[config.mk]
export PLATFORM = sky130hd
export DESIGN_NAME = bus_rr_arbiter
export DESIGN_NICKNAME = d
export VERILOG_FILES = /design/src/rtl/bus_rr_arbiter.sv
export SDC_FILE = /design/constraint.sdc
export NUM_CORES = 1
export LEC_CHECK = 0
export CAP_MARGIN = 20
export CORE_MARGIN = 4
export CORE_UTILIZATION = 41
export CTS_CLUSTER_DIAMETER = 30
export CTS_CLUSTER_SIZE = 28
export DETAILED_ROUTE_END_ITERATION = 10
export PLACE_DENSITY_LB_ADDON = 0.25
export RECOVER_POWER = 25
export SLEW_MARGIN = 10
export SYNTH_ARGS = -nofsm -noshare
export SYNTH_HDL_FRONTEND = slang
export SYNTH_SLANG_ARGS = --single-unit
[constraint.sdc]
create_clock -name clk -period 2.2 [get_ports clk]
set_input_delay 0.33 -clock clk [delete_from_list [all_inputs] [get_ports clk]]
set_output_delay 0.33 -clock clk [all_outputs]
set_load 0.005 [all_outputs]
[src/rtl/bus_rr_arbiter.sv]
// Round-robin bus arbiter: one requester at a time owns data_bus for a burst of
// up to MAX_BURST beats, then ownership rotates to the next pending requester.
module bus_rr_arbiter #(
    parameter int BUS_SIZE  = 16,
    parameter int WORD_SIZE = 4,
    parameter int NUM_REQ   = 4,
    parameter int MAX_BURST = 4
) (
    input  logic                        clk,
    input  logic                        reset,
    input  logic [NUM_REQ-1:0]          req,
    input  logic [NUM_REQ*BUS_SIZE-1:0] data_in,
    output logic [NUM_REQ-1:0]          grant,
    output logic [BUS_SIZE-1:0]         data_bus,
    output logic                        valid,
    output logic                        last,
    output logic [2:0]                  owner
);

    localparam int PW = (NUM_REQ > 1) ? $clog2(NUM_REQ) : 1;
    localparam int CW = 4;
    localparam logic [NUM_REQ-1:0] ONE = NUM_REQ'(1);

    if ((BUS_SIZE % WORD_SIZE) != 0 || NUM_REQ < 2 || NUM_REQ > 8 ||
        MAX_BURST < 1 || MAX_BURST > 15) begin : g_param_check
        $error("bus_rr_arbiter: illegal parameter combination");
    end

    typedef enum logic {IDLE, GRANT} state_t;

    state_t              state;
    logic [PW-1:0]       ptr;
    logic [PW-1:0]       cur;
    logic [CW-1:0]       cnt;
    logic [BUS_SIZE-1:0] lane [NUM_REQ];
    logic                pick_found;
    logic [PW-1:0]       pick_idx;
    logic [PW:0]         scan;
    logic [PW-1:0]       ptr_next;
    logic [CW-1:0]       cnt_inc;
    logic                accept;
    logic                burst_done;
    logic                release_now;

    always_comb begin
        for (int i = 0; i < NUM_REQ; i++) begin
            lane[i] = data_in[i*BUS_SIZE +: BUS_SIZE];
        end
    end

    // While a burst is running ptr is always owner+1, so the scan reaches the
    // current owner last: others win first and a lone requester is regranted.
    always_comb begin
        pick_found = 1'b0;
        pick_idx   = '0;
        scan       = '0;
        for (int i = 0; i < NUM_REQ; i++) begin
            scan = {1'b0, ptr} + (PW+1)'(i);
            if (scan >= (PW+1)'(NUM_REQ)) begin
                scan = scan - (PW+1)'(NUM_REQ);
            end
            if (!pick_found && req[scan[PW-1:0]]) begin
                pick_found = 1'b1;
                pick_idx   = scan[PW-1:0];
            end
        end
    end

    always_comb begin
        ptr_next    = (pick_idx == PW'(NUM_REQ - 1)) ? '0 : pick_idx + 1'b1;
        cnt_inc     = cnt + 1'b1;
        accept      = (state == GRANT) && req[cur];
        burst_done  = accept && (cnt_inc == CW'(MAX_BURST));
        release_now = (state == GRANT) && (!req[cur] || burst_done);
    end

    always_ff @(posedge clk or posedge reset) begin
        if (reset) begin
            state    <= IDLE;
            grant    <= '0;
            data_bus <= '0;
            valid    <= 1'b0;
            last     <= 1'b0;
            owner    <= '0;
            ptr      <= '0;
            cur      <= '0;
            cnt      <= '0;
        end else begin
            valid <= accept;
            last  <= burst_done;
            if (accept) begin
                data_bus <= lane[cur];
                owner    <= 3'(cur);
                cnt      <= cnt_inc;
            end
            // A handover in the same edge as the final beat leaves no dead cycle.
            if (state == IDLE || release_now) begin
                cnt <= '0;
                if (pick_found) begin
                    grant <= ONE << pick_idx;
                    cur   <= pick_idx;
                    ptr   <= ptr_next;
                    state <= GRANT;
                end else begin
                    grant <= '0;
                    state <= IDLE;
                end
            end
        end
    end

endmodule

==> qor.txt <==
Hold slack: 484 ps
Slowest CP cell: clkdlybuf4s50_1
DP HPWL: 3.61 mm
CTS sink count: 33
Placed cells: 291
Grt ovf: 0
Detailed Routing Iterations Pass 1: 4
Worst VDD drop: 0.000631 V
Final setup fails: 0
Die H: 77.5 um
CTS Buffer Depth: 2
Drt drc: 0
Max frequency: 524 MHz
Die Footprint: 6010 um^2
Critical Path Fanout Max: 2
Yosys Warn Count: 0
Worst Hold Class: in2async
Layout cells sized above 1: 20.9%
Setup Skew: 3.74 ps
Commonest cells after routing, fill and taps aside: clkdlybuf4s50_1, dfrtp_1, mux2_2
Leading cell type in the layout, fill and taps excluded: clkdlybuf4s50_1
CTS resizes: 0
Kind of cell adding the most delay to the critical path: buffers and inverters
Initial Utilization: 42.2%
Seq/Total Area, Yosys: 41.7%
Row Count: 25
Final core occ: 65.3%
Antenna violations before repair: 0
Vias per inst: 5.04
Leakage power: 1.30 nW
Routed len/inst: 15.2 um
Critical Path AT: 2070 ps
Crit path time final: 1910 ps
Worst Max-Slew Pin Slew: 977 ps
Largest net degree at the start of global routing: 23
Syn_nets: 217
Final #Nets: 320
Postcts setup bufs: 0
Unique masters post-synth: 33
Status: complete, no violations
GRT Total Usage: 16.4%
Critical-path cell list: clkdlybuf4s50_1 > inv_1 > a22o_1 > a221oi_1 > and2_1 > ha_1 > mux2_4
RSZ-0062 raised after global routing: no
Root Buffer Master: clkbuf_8
Reg clk slew, reported paths: 60 ps
Power per cell area: 1130 nW/um^2
Mapped Cells: 141
CTS hold repair buffers: 0
TritonCTS Buffers: 5
Global-route wire length before repair: 7.79 mm
Final hold vios: 0
Worst path required time: 2360 ps
Relative slew slack: 34.8%
Max-Cap Viols: 0
Total core area: 4690 um^2
# IOs: 95
Final cell count without fillers: 298
Final Cycle Share: 86.7%
Worst Setup Path Type: in2reg
Die width: 77.5 um
CTS tree: done
Worst path max stage delay: 480 ps
N_diodes: 0
Layout area overhead: 54.8%
Yosys reg bits: 33
Detailed Route WL: 4.52 mm
CP startpoint kind: primary input
H-tree levels: 2
Clk Latency, worst-skew pair: 280 ps
Synthesized area: 1980 um^2
Number of port buffers: 93
Buf/Inv on CP: 2
Max-slew violation count: 0
Syn avg cell area: 14.0 um^2
RePlAce Congestion: 0.756
Worst setup EP type: flip-flop
Routed vias: 1503
Setup TNS: 0 ps
Antenna Violating Nets Remaining: 0
Via count of the first global-routing pass: 1623
First DRT Iteration DRCs: 44
cells by family after synthesis:
group / share of synthesized area (%)
simple gates: 7.20
xor+xnor: 0.442
fa+ha+maj: 3.79
buf+inv: 6.32
other cells: 0.189
mux: 33.4
compound gates: 6.95
flops: 41.7
per-layer routing:
| layer | vias to the layer above | GRT usage [%] | routed length [um] |
|---|---|---|---|
| met3 | 2 | 5.45 | 265 |
| met1 | 735 | 19.0 | 1780 |
| met2 | 45 | 29.4 | 2460 |
| met4 | 0 | 3.38 | 15 |
| met5 | - | 0 | 0 |
| li1 | 721 | - | - |
cell usage after synthesis, drive strengths merged:
library cell / n / area [um^2]
a21oi: 5 / 25.0
a221oi: 1 / 8.76
a22o: 1 / 8.76
and2: 4 / 25.0
and2b: 2 / 15.0
buf: 7 / 75.1
conb: 1 / 3.75
dfrtp: 33 / 826
dlymetal6s2s: 1 / 12.5
ha: 6 / 75.1
inv: 10 / 37.5
mux2: 21 / 248
mux2i: 2 / 23.8
mux4: 16 / 390
nand2: 8 / 40.0
nand2b: 2 / 12.5
nand3: 4 / 20.0
nand4: 1 / 6.26
nor2: 4 / 15.0
o211ai: 1 / 21.3
o21a: 1 / 7.51
o21ai: 6 / 30.0
o2bb2ai: 2 / 36.3
or2b: 1 / 8.76
xnor2: 1 / 8.76
stage by stage:
| stage | total power, mW | worst slack (ps) | instance area [um^2] |
|---|---|---|---|
| floorplan | 2.33 | 429 | 1980 |
| global placement | 3.02 | 26.0 | 2990 |
| detailed placement | 3.06 | 0.206 | 2990 |
| CTS | 3.53 | 291 | 3070 |
| global route | 3.73 | 142 | 3070 |
| finish | 3.45 | 292 | 3070 |
sequential cells by signal (all words and copies together), names as in the netlist, 2 cells and up:
name and count:
data_bus 16, owner 2, ptr 2, cnt 4, grant 4, cur 2
worst paths after layout:
check                               end  slack (ps)  startpoint  cells after the start
max                              ptr[1]         290      req[3]                      7
min                        data_bus[11]         480       reset                      2
max reg2reg                      ptr[1]         430      ptr[0]                      6
min reg2reg                      cnt[0]         490      cnt[0]                      1
max in group asynchronous        cnt[1]         450       reset                      3
min in group clk                 cnt[0]         490      cnt[0]                      1
worst reg2reg max path, stage by stage (launching register included):
cell      delay (ps)
dfrtp_1          340
inv_1             80
a22o_1           230
a221oi_1         290
and2_1           210
ha_1             240
mux2_4           270
area by class of cell:
type / count / area (um^2)
repair buffers: 104 / 1020
well taps: 54 / 67.6
inverters: 10 / 37.5
fillers: 391 / 1630
flip-flops and latches: 33 / 826
multi-input cells: 90 / 1030
clock buffers: 7 / 86.3
where the power goes:
part,switching (mW),internal (mW),total [mW]
logic,0.716,1.26,1.97
clock network,0.201,0.248,0.449
registers,0.146,0.883,1.03
Note: power is estimated with default switching activity, not from simulation.
